## src/rtl/scaler_pkg.sv

```systemverilog
// scaler_pkg: shared types and limits for the scaler line reader.
// The user field exists only when SCALER_LINE_READER_SOF_EN is defined.
package scaler_pkg;

  localparam int RD_LAT_MIN = 1;
  localparam int RD_LAT_MAX = 3;
  localparam int PIX_W      = 12;

  typedef enum logic [1:0] {
    IDLE,
    READ,
    DRAIN
  } state_e;

  typedef struct packed {
    logic [PIX_W-1:0] data;
    logic             last;
`ifdef SCALER_LINE_READER_SOF_EN
    logic             user;
`endif
  } fifo_entry_t;

endpackage

```

## src/rtl/scaler_reader_fifo.sv

```systemverilog
// scaler_reader_fifo: small synchronous FIFO with occupancy count.
// DEPTH must be a power of 2 so the pointers wrap on their own.
module scaler_reader_fifo
  import scaler_pkg::*;
#(
  parameter int DEPTH = 4
) (
  input  logic                     clk_i,
  input  logic                     resetn_i,
  input  logic                     push_i,
  input  fifo_entry_t              din_i,
  input  logic                     pop_i,
  output fifo_entry_t              dout_o,
  output logic                     empty_o,
  output logic [$clog2(DEPTH):0]   count_o
);

  localparam int AW = $clog2(DEPTH);
  localparam int CW = AW + 1;

  fifo_entry_t   mem_q [DEPTH];
  logic [AW-1:0] wr_q;
  logic [AW-1:0] rd_q;
  logic [CW-1:0] cnt_q;

  // storage, pointers and occupancy; push+pop leaves count unchanged
  always_ff @(posedge clk_i or negedge resetn_i) begin
    if (!resetn_i) begin
      wr_q  <= '0;
      rd_q  <= '0;
      cnt_q <= '0;
      for (int i = 0; i < DEPTH; i++) mem_q[i] <= '0;
    end else begin
      if (push_i) begin
        mem_q[wr_q] <= din_i;
        wr_q        <= wr_q + AW'(1);
      end
      if (pop_i) rd_q <= rd_q + AW'(1);
      case ({push_i, pop_i})
        2'b10:   cnt_q <= cnt_q + CW'(1);
        2'b01:   cnt_q <= cnt_q - CW'(1);
        default: cnt_q <= cnt_q;
      endcase
    end
  end

  assign dout_o  = mem_q[rd_q];
  assign empty_o = (cnt_q == '0);
  assign count_o = cnt_q;

  // the read credit scheme must keep a full FIFO from ever being pushed
  assert property (@(posedge clk_i) disable iff (!resetn_i)
    !(push_i && !pop_i && cnt_q == CW'(DEPTH)));

endmodule

```

## src/rtl/scaler_line_reader.sv

```systemverilog
// scaler_line_reader: reads one line from a fixed-latency line buffer
// and streams it out via a credit-limited FIFO. Option: SCALER_LINE_READER_SOF_EN.
module scaler_line_reader
  import scaler_pkg::*;
#(
  parameter int C_DATA_WIDTH = PIX_W,
  parameter int C_ADDR_WIDTH = 11,
  parameter int C_RD_LATENCY = 1,
  parameter int C_FIFO_DEPTH = 4
) (
  input  logic                    clk,
  input  logic                    resetn,
  input  logic                    start,
  input  logic [C_ADDR_WIDTH-1:0] line_width,
`ifdef SCALER_LINE_READER_SOF_EN
  input  logic                    sof_in,
  output logic                    m_user,
`endif
  output logic                    busy,
  output logic                    done,
  output logic                    rd_en,
  output logic [C_ADDR_WIDTH-1:0] rd_addr,
  input  logic [C_DATA_WIDTH-1:0] rd_data,
  output logic                    m_valid,
  output logic [C_DATA_WIDTH-1:0] m_data,
  output logic                    m_last,
  input  logic                    m_ready
);

  localparam int AW = C_ADDR_WIDTH;
  localparam int L  = C_RD_LATENCY;
  localparam int CW = $clog2(C_FIFO_DEPTH) + 1;

  state_e        state_q;
  logic          busy_q;
  logic          done_q;
  logic [AW-1:0] addr_q;
  logic [AW-1:0] width_q;
  logic [L-1:0]  pv_q;
  logic [L-1:0]  pl_q;
`ifdef SCALER_LINE_READER_SOF_EN
  logic          sof_q;
  logic [L-1:0]  pu_q;
`endif

  logic [AW-1:0] inflight;
  logic [CW-1:0] fifo_cnt;
  logic          fifo_empty;
  fifo_entry_t   push_e;
  fifo_entry_t   head_e;
  logic          credit_ok;
  logic          rd_fire;
  logic          last_rd;
  logic          pop;

  // reads issued but not yet landed in the FIFO
  always_comb begin
    inflight = '0;
    for (int i = 0; i < L; i++)
      inflight = inflight + AW'(pv_q[i]);
  end

  assign credit_ok = (AW'(fifo_cnt) + inflight) < AW'(C_FIFO_DEPTH);
  assign rd_fire   = (state_q == READ) && credit_ok;
  assign last_rd   = (addr_q == width_q - AW'(1));
  assign pop       = !fifo_empty && m_ready;

  // line sequencing: accept start, walk addresses, wait for last beat
  always_ff @(posedge clk or negedge resetn) begin
    if (!resetn) begin
      state_q <= IDLE;
      busy_q  <= 1'b0;
      done_q  <= 1'b0;
      addr_q  <= '0;
      width_q <= '0;
`ifdef SCALER_LINE_READER_SOF_EN
      sof_q   <= 1'b0;
`endif
    end else begin
      done_q <= 1'b0;
      unique case (state_q)
        IDLE: begin
          if (start && line_width != '0) begin
            width_q <= line_width;
            addr_q  <= '0;
            busy_q  <= 1'b1;
            state_q <= READ;
`ifdef SCALER_LINE_READER_SOF_EN
            sof_q   <= sof_in;
`endif
          end else if (start) begin
            done_q <= 1'b1;
          end
        end
        READ: begin
          if (rd_fire) begin
            if (last_rd) state_q <= DRAIN;
            else         addr_q  <= addr_q + AW'(1);
          end
        end
        DRAIN: begin
          if (pop && head_e.last) begin
            done_q  <= 1'b1;
            busy_q  <= 1'b0;
            state_q <= IDLE;
          end
        end
        default: state_q <= IDLE;
      endcase
    end
  end

  // valid/last/user shift pipe matching the buffer read latency
  always_ff @(posedge clk or negedge resetn) begin
    if (!resetn) begin
      pv_q <= '0;
      pl_q <= '0;
`ifdef SCALER_LINE_READER_SOF_EN
      pu_q <= '0;
`endif
    end else begin
      pv_q[0] <= rd_fire;
      pl_q[0] <= rd_fire && last_rd;
`ifdef SCALER_LINE_READER_SOF_EN
      pu_q[0] <= rd_fire && sof_q && (addr_q == '0);
`endif
      for (int i = 1; i < L; i++) begin
        pv_q[i] <= pv_q[i-1];
        pl_q[i] <= pl_q[i-1];
`ifdef SCALER_LINE_READER_SOF_EN
        pu_q[i] <= pu_q[i-1];
`endif
      end
    end
  end

  // pair returning buffer data with the flags of its read
  always_comb begin
    push_e      = '0;
    push_e.data = rd_data;
    push_e.last = pl_q[L-1];
`ifdef SCALER_LINE_READER_SOF_EN
    push_e.user = pu_q[L-1];
`endif
  end

  scaler_reader_fifo #(
    .DEPTH(C_FIFO_DEPTH)
  ) u_fifo (
    .clk_i   (clk),
    .resetn_i(resetn),
    .push_i  (pv_q[L-1]),
    .din_i   (push_e),
    .pop_i   (pop),
    .dout_o  (head_e),
    .empty_o (fifo_empty),
    .count_o (fifo_cnt)
  );

  assign busy    = busy_q;
  assign done    = done_q;
  assign rd_en   = rd_fire;
  assign rd_addr = addr_q;
  assign m_valid = !fifo_empty;
  assign m_data  = head_e.data;
  assign m_last  = !fifo_empty && head_e.last;
`ifdef SCALER_LINE_READER_SOF_EN
  assign m_user  = !fifo_empty && head_e.user;
`endif

  // latency and depth must leave room for a full-rate credit loop
  assert property (@(posedge clk) disable iff (!resetn)
    C_RD_LATENCY >= RD_LAT_MIN && C_RD_LATENCY <= RD_LAT_MAX &&
    C_FIFO_DEPTH >= C_RD_LATENCY + 2);

endmodule

```

## config.mk

```make
export PLATFORM = sky130hd
export DESIGN_NAME = scaler_line_reader
export DESIGN_NICKNAME = d
export VERILOG_FILES = /design/src/rtl/scaler_pkg.sv /design/src/rtl/scaler_reader_fifo.sv /design/src/rtl/scaler_line_reader.sv
export SDC_FILE = /design/constraint.sdc
export NUM_CORES = 1
export LEC_CHECK = 0
export ABC_AREA = 1
export CAP_MARGIN = 30
export CORE_MARGIN = 10
export CORE_UTILIZATION = 45
export DETAILED_ROUTE_END_ITERATION = 16
export HOLD_SLACK_MARGIN = 0.1
export PLACE_DENSITY = 0.7
export SKIP_LAST_GASP = 1
export SYNTH_ARGS = -nofsm -noshare
export SYNTH_HDL_FRONTEND = slang
export SYNTH_SLANG_ARGS = --single-unit
```

## constraint.sdc

```tcl
create_clock -name clk -period 1.93 [get_ports clk]
set_input_delay 0.4825 -clock clk [delete_from_list [all_inputs] [get_ports clk]]
set_output_delay 0.4825 -clock clk [all_outputs]
set_load 0.02 [all_outputs]
```

# [Yosys cells after proc, flatten, opt, wreduce, memory -nomap -nowiden]
# Cells that the tools add are included.
[op_classes] eq_ne=10 n_mux=23 order_cmp=4 reduce_logical=18 add_sub_neg=7 bitwise_logic=2
[ops] cell="$bwmux 52" n=1
[ops] cell="$mux 13" n=3
[ops] cell="$mux 11" n=3
[ops] cell="$bmux 13 s2" n=1
[ops] cell="$demux 13 s2" n=1
[ops] cell="$pmux 11 s2" n=1
[ops] cell="$add 11x1->11 const B" n=1
[ops] cell="$eq 11x11->1" n=1
[ops] cell="$reduce_bool 11->1" n=1
[ops] cell="$sub 11x1->11 const B" n=1
[ops] cell="$ne 2x2->1 const B" n=5
[ops] cell="$mux 2" n=4
[ops] cell="$reduce_and 4->1" n=2
[ops] cell="$logic_and 1x1->1" n=7
[ops] cell="$ge 3x3->1 const B" n=2
[ops] cell="$not 2->3" n=2
[ops] cell="$pmux 2 s3" n=1
[ops] cell="$pmux 3 s2" n=1
[ops] cell="$reduce_bool 2->1" n=3
[ops] cell="$mux 1" n=5
[ops] cell="$add 2x1->2 const B" n=2
[ops] cell="$add 3x1->4" n=1
[ops] cell="$eq 2x1->1 const B" n=2
[ops] cell="$eq 2x2->1 const B" n=2
[ops] cell="other kinds (10)" n=11
[totals] regBits=87 output_inout_bits=28 wordCells=82 input_bits=27

# [Longest topological paths before layout]
[depth] word_depth=7 depth_mapped=14 ltp_nobuf=12

# [Hierarchy]
# From an unflattened synthesis, not the netlist that was laid out.
[hier_totals] cells_unflattened=564 area_unflattened_um2=4893.4
[modules_own_cells] mod="scaler_reader_fifo" n_inst=1 area_per_inst_um2=3066.7 cells_per_inst=320 seq_area_each_um2=1476.4
[modules_own_cells] mod="scaler_line_reader" n_inst=1 area_per_inst_um2=1826.8 cells_per_inst=244 seq_area_each_um2=700.7

# [Worst setup path before layout]
# OpenSTA, ideal clock, no wires.
[synth_path] kind="reg2reg" start="reg u_fifo.cnt_q[0], in the netlist u_fifo.count_o[0]" end="reg u_fifo.cnt_q[2], in the netlist u_fifo.count_o[2]" path_slack_ps=124 synth_period_minus_slack_ps=1806 setup_time_ps=131 path_buffers=0 stages_incl_launch_ff=11 required_time_ps=1799 t_arrival_ps=1675 cell_sequence="dfrtp_1 nor3_1 inv_1 nand2_1 inv_1 ha_1 inv_1 fa_1 a21oi_1 o21ai_0 xor2_1"
[synth_via] elab_chain_len=5 elab_cells_between_ends=9 cone_classes="add/sub: 2; eq/ne: 2; mux: 1; reduce/logical: 4"
[synth_lines] element="start, declared" line_no="scaler_reader_fifo.sv:24" text="logic [CW-1:0] cnt_q;"
[synth_lines] element="start signal, assigned" line_no="scaler_reader_fifo.sv:40" text="2'b10: cnt_q <= cnt_q + CW'(1);"
[synth_lines] element="start signal, assigned" line_no="scaler_reader_fifo.sv:41" text="2'b01: cnt_q <= cnt_q - CW'(1);"
[synth_lines] element="start signal, assigned" line_no="scaler_reader_fifo.sv:42" text="default: cnt_q <= cnt_q;"
[synth_lines] element="$logic_not 3->1 *" line_no="scaler_reader_fifo.sv:48" text="assign empty_o = (cnt_q == '0);"
[synth_lines] element="$logic_not 1->1 *"
[synth_lines] element="net m_valid" line_no="scaler_line_reader.sv:24" text="output logic m_valid,"
[synth_lines] element="$logic_and 1x1->1 *" line_no="scaler_line_reader.sv:66" text="assign pop = !fifo_empty && m_ready;"
[synth_lines] element="net pop" line_no="scaler_line_reader.sv:54" text="logic pop;"
[synth_lines] element="$eq 2x1->1 / $eq 2x2->1 (equally long branches)" line_no="scaler_reader_fifo.sv:39" text="case ({push_i, pop_i})"
[synth_lines] element="$pmux 3 s2 / $reduce_bool 2->1 (equally long branches)"
# Mark *: on every way through the listed nets, which the timed path passes. The rest lies on a longest branch.
# A chain may end at the register's enable or synchronous reset.

# [Worst setup path after layout]
[layout_path] start="reg u_fifo.rd_q[0]" end="out m_last"
[layout_via] elab_chain_len=5
[layout_lines] element="start, declared" line_no="scaler_reader_fifo.sv:23" text="logic [AW-1:0] rd_q;"
[layout_lines] element="start signal, assigned" line_no="scaler_reader_fifo.sv:38" text="if (pop_i) rd_q <= rd_q + AW'(1);"
[layout_lines] element="$not 2->3 (implied by the code)" line_no="scaler_reader_fifo.sv:47" text="assign dout_o = mem_q[rd_q];"
[layout_lines] element="$bmux 13 s2" line_no="scaler_reader_fifo.sv:47"
[layout_lines] element="$mux 13 (implied by the code) (2 in series)" line_no="scaler_reader_fifo.sv:47"
[layout_lines] element="$logic_and 1x1->1" line_no="scaler_line_reader.sv:166" text="assign m_last = !fifo_empty && head_e.last;"
[layout_lines] element="end, declared" line_no="scaler_line_reader.sv:26" text="output logic m_last,"
# No other way between the ends. The select of a mux whose other input is x is not followed.

==> flow_summary.ini <==
[die]
rows = 35
core_area_sq_mm = 0.00933
io_pins = 55
dieArea_sq_mm = 0.0140
fp.dieH_um = 118
initial_core_util = 0.467
chipWidth_um = 118

[yosys]
synth_ff_type = dfrtp_1
synth_edf_count = 0
yosys.area_share.xor_xnor = 0.0402
synth_nets = 577
synthArstFlopShare = 1.00
netlist_area_sq_mm = 0.00436
synthCells = 542
synth_mux_area_frac = 0.00775
ys_types = 33
synth-seq-cells = 87
synth_top_family_by_area = simple AND/OR/NAND/NOR gates
ys_seq_area_frac = 0.499
synth-simple-area-share = 0.227
synth_area_per_cell_sq_um = 8.04
synth-adder-area-share = 0.0247
ys_warn_count = 0
synth-compound-area-share = 0.134

[worst_setup_path]
startpoint = u_fifo.rd_q[0]
endpoint = m_last
cp_num_buf_inv = 3
crit_slowest_cell = dfrtp_2
reg2reg_from = width_q[1]
reg2reg_depth = 13
worstPathArrival_ns = 1.54
cpPeakStageDelay_ns = 0.47
critPathMaxFanout = 4
crit_top_cell = buf_6
crit_path_cell_trace = clkinv_4, buf_6, nand2_2, a32o_2, nor2_4, buf_6
cp-start-kind = register
r2r-end = rd_addr[7]
crit_family = flip-flops
r2r_slack_ns = 0.06
cp.depth = 6
required_ns = 1.45
end_kind = output port
worstSetupPathType = register to output port

[final_layout]
antenna_cells = 0
nFillCells = 820
most-common-layout-cells = 120 x nand2_1, 84 x dfrtp_1, 69 x o21ai_0, 58 x buf_4, 55 x nor2_1
layout_commonest_cell = nand2_1
layout.nets = 675
syn2layout_area_growth_pct = 33.4
final_util = 0.623
drive_gt1_frac = 0.216

[flow_run]
max_cap_violations = 0

[timing]
worst_pin_slew_ns = 0.482
finalSetupViolations = 10
rsz0062_at_grt = true
hold_violations = 0
slew_viol_final = 0
max_freq_mhz = 494
finalClockSkew_ns = 0.0124
slew-limit-headroom = 0.676
setup_ws_ns = -0.0957
finalCritPeriodShare = 1.05
hold_slack_ns = 0.104
period_minus_slack_ns = 2.03

[clock_tree]
numCtsBuffers = 9
clk_path_buf_depth = 2
clockRootBuffer = clkbuf_8
cts_tree = done
holdBufCountCts = 0
cts-htree-levels = 3
clkTransAtPathRegs_ns = 0.11
clock-sinks = 87
clk_latency_ns = 0.36

[routing]
vias = 3990
wl_per_cell_um = 14.8
drt-pass1-iter-count = 5
vias_per_cell = 5.16
drc = 0
postRouteAntennaNets = 0
drt-initial-drc-count = 243
drt-total-wl_um = 11500

[power_and_ir_drop]
leakage_nw = 2.81
cellPowerDensity_mw_per_mm2 = 1610
peakVddDrop_mv = 0.881

[place]
routabilityCongestion = 0.889
port_buffers = 54
dp.final_hpwl_um = 7840
place_ws_ns = -0.262

[status]
violations = negative setup slack
status = finished with violations

[global_routing]
grt_max_degree = 61
antenna_found_initial = 0
grt-ovfl-total = 0
grtUsageTotal = 0.161
grt_pass1_vias = 3886
grt_first_pass_wirelength_um = 19100

[worst_hold_path]
hold_path_class = input pin to async pin
[cell families (layout without fill, tap and decap cells)]
| family | count (synthesis) | in the layout |
|---|---|---|
| buf+inv | 74 | 177 |
| flops | 87 | 87 |
| fa+ha+maj | 8 | 8 |
| xor+xnor | 20 | 20 |
| mux | 3 | 3 |
| simple gates | 239 | 239 |
| compound gates | 111 | 111 |
[final cells by class]
cell class                      instances  area, sq um  area share
Timing Repair Buffer                  111         1020       0.175
Clock inverter                          7         86.3      0.0148
Inverter                               50          193      0.0331
Multi-Input combinational cell        381         2050       0.353
Sequential cell                        87         2180       0.375
Tap cell                              129          161      0.0278
Clock buffer                            9          124      0.0213
[repair_timing]
| action | CTS | global route |
|---|---|---|
| cloned | 1 | 1 |
| pin swaps | 7 | 15 |
| setup buffers | 4 | 6 |
| gates resized for setup | 95 | 62 |
| setup endpoints to repair | 37 | 30 |
[how the worst min path moves through the flow]
stage          depth (start not counted)               end  slack (ns)             start
3_5_place_dp                           2  u_fifo.mem_q[38]        0.47  u_fifo.mem_q[38]
2_1_floorplan                          0              busy        0.19            resetn
4_1_cts                                2  u_fifo.mem_q[37]        0.11            resetn
6_report                               2  u_fifo.mem_q[19]        0.10            resetn
5_1_grt                                2  u_fifo.mem_q[19]        0.11            resetn
3_3_place_gp                           2  u_fifo.mem_q[14]        0.46  u_fifo.mem_q[14]
[metal layers]
metal  track usage  up-vias  wire [um]
li1              -     1956          -
met1         0.204     1885       5110
met2         0.271      123       5630
met3        0.0376       26        499
met4        0.0450        0        225
met5             0        -          0
[where the power goes]
group | leakage [nW] | switching (W) | total, W | internal [W]
logic | 1.64 | 0.00271 | 0.00483 | 0.00212
registers | 1.07 | 0.000600 | 0.00319 | 0.00259
clock network | 0.104 | 0.000741 | 0.00137 | 0.000628
total | 2.81 | 0.00405 | 0.00939 | 0.00534
[cell usage after synthesis, types with 2 or more instances]
master / instances / area, sq um
nand2_2: 2 / 12.5
o21ai_0: 82 / 410
nand3_1: 28 / 140
xnor2_1: 4 / 35.0
inv_1: 46 / 173
o21ai_1: 2 / 10.0
nor4_1: 3 / 18.8
o22ai_1: 12 / 75.1
buf_2: 6 / 30.0
a21oi_1: 11 / 55.1
inv_2: 3 / 11.3
clkbuf_1: 16 / 60.1
dfrtp_1: 87 / 2180
nand4_1: 2 / 12.5
nor2_1: 63 / 236
ha_1: 7 / 87.6
nand2_1: 125 / 469
nor3_1: 8 / 40.0
mux2_2: 3 / 33.8
xor2_1: 16 / 140
nor2_2: 4 / 25.0
[per-stage QoR]
stage	setup TNS, ns	total power [W]	instances	area, sq um
after floorplan	0	0.00567	542	4360
after global placement	-3.96	0.00734	747	5340
after detailed placement	-4.55	0.00748	747	5340
after CTS	-1.29	0.00898	768	5620
after global routing	-1.48	0.0102	774	5820
final	-0.442	0.00939	774	5820
[flip-flops by register name, summed over array words and instances, names as in the netlist, 2 cells and up]
register,cells
u_fifo.rd_q,2
state_q,2
u_fifo.wr_q,2
u_fifo.count_o,3
rd_addr,11
u_fifo.mem_q,52
width_q,11
Note: power is estimated with default switching activity, not from simulation.
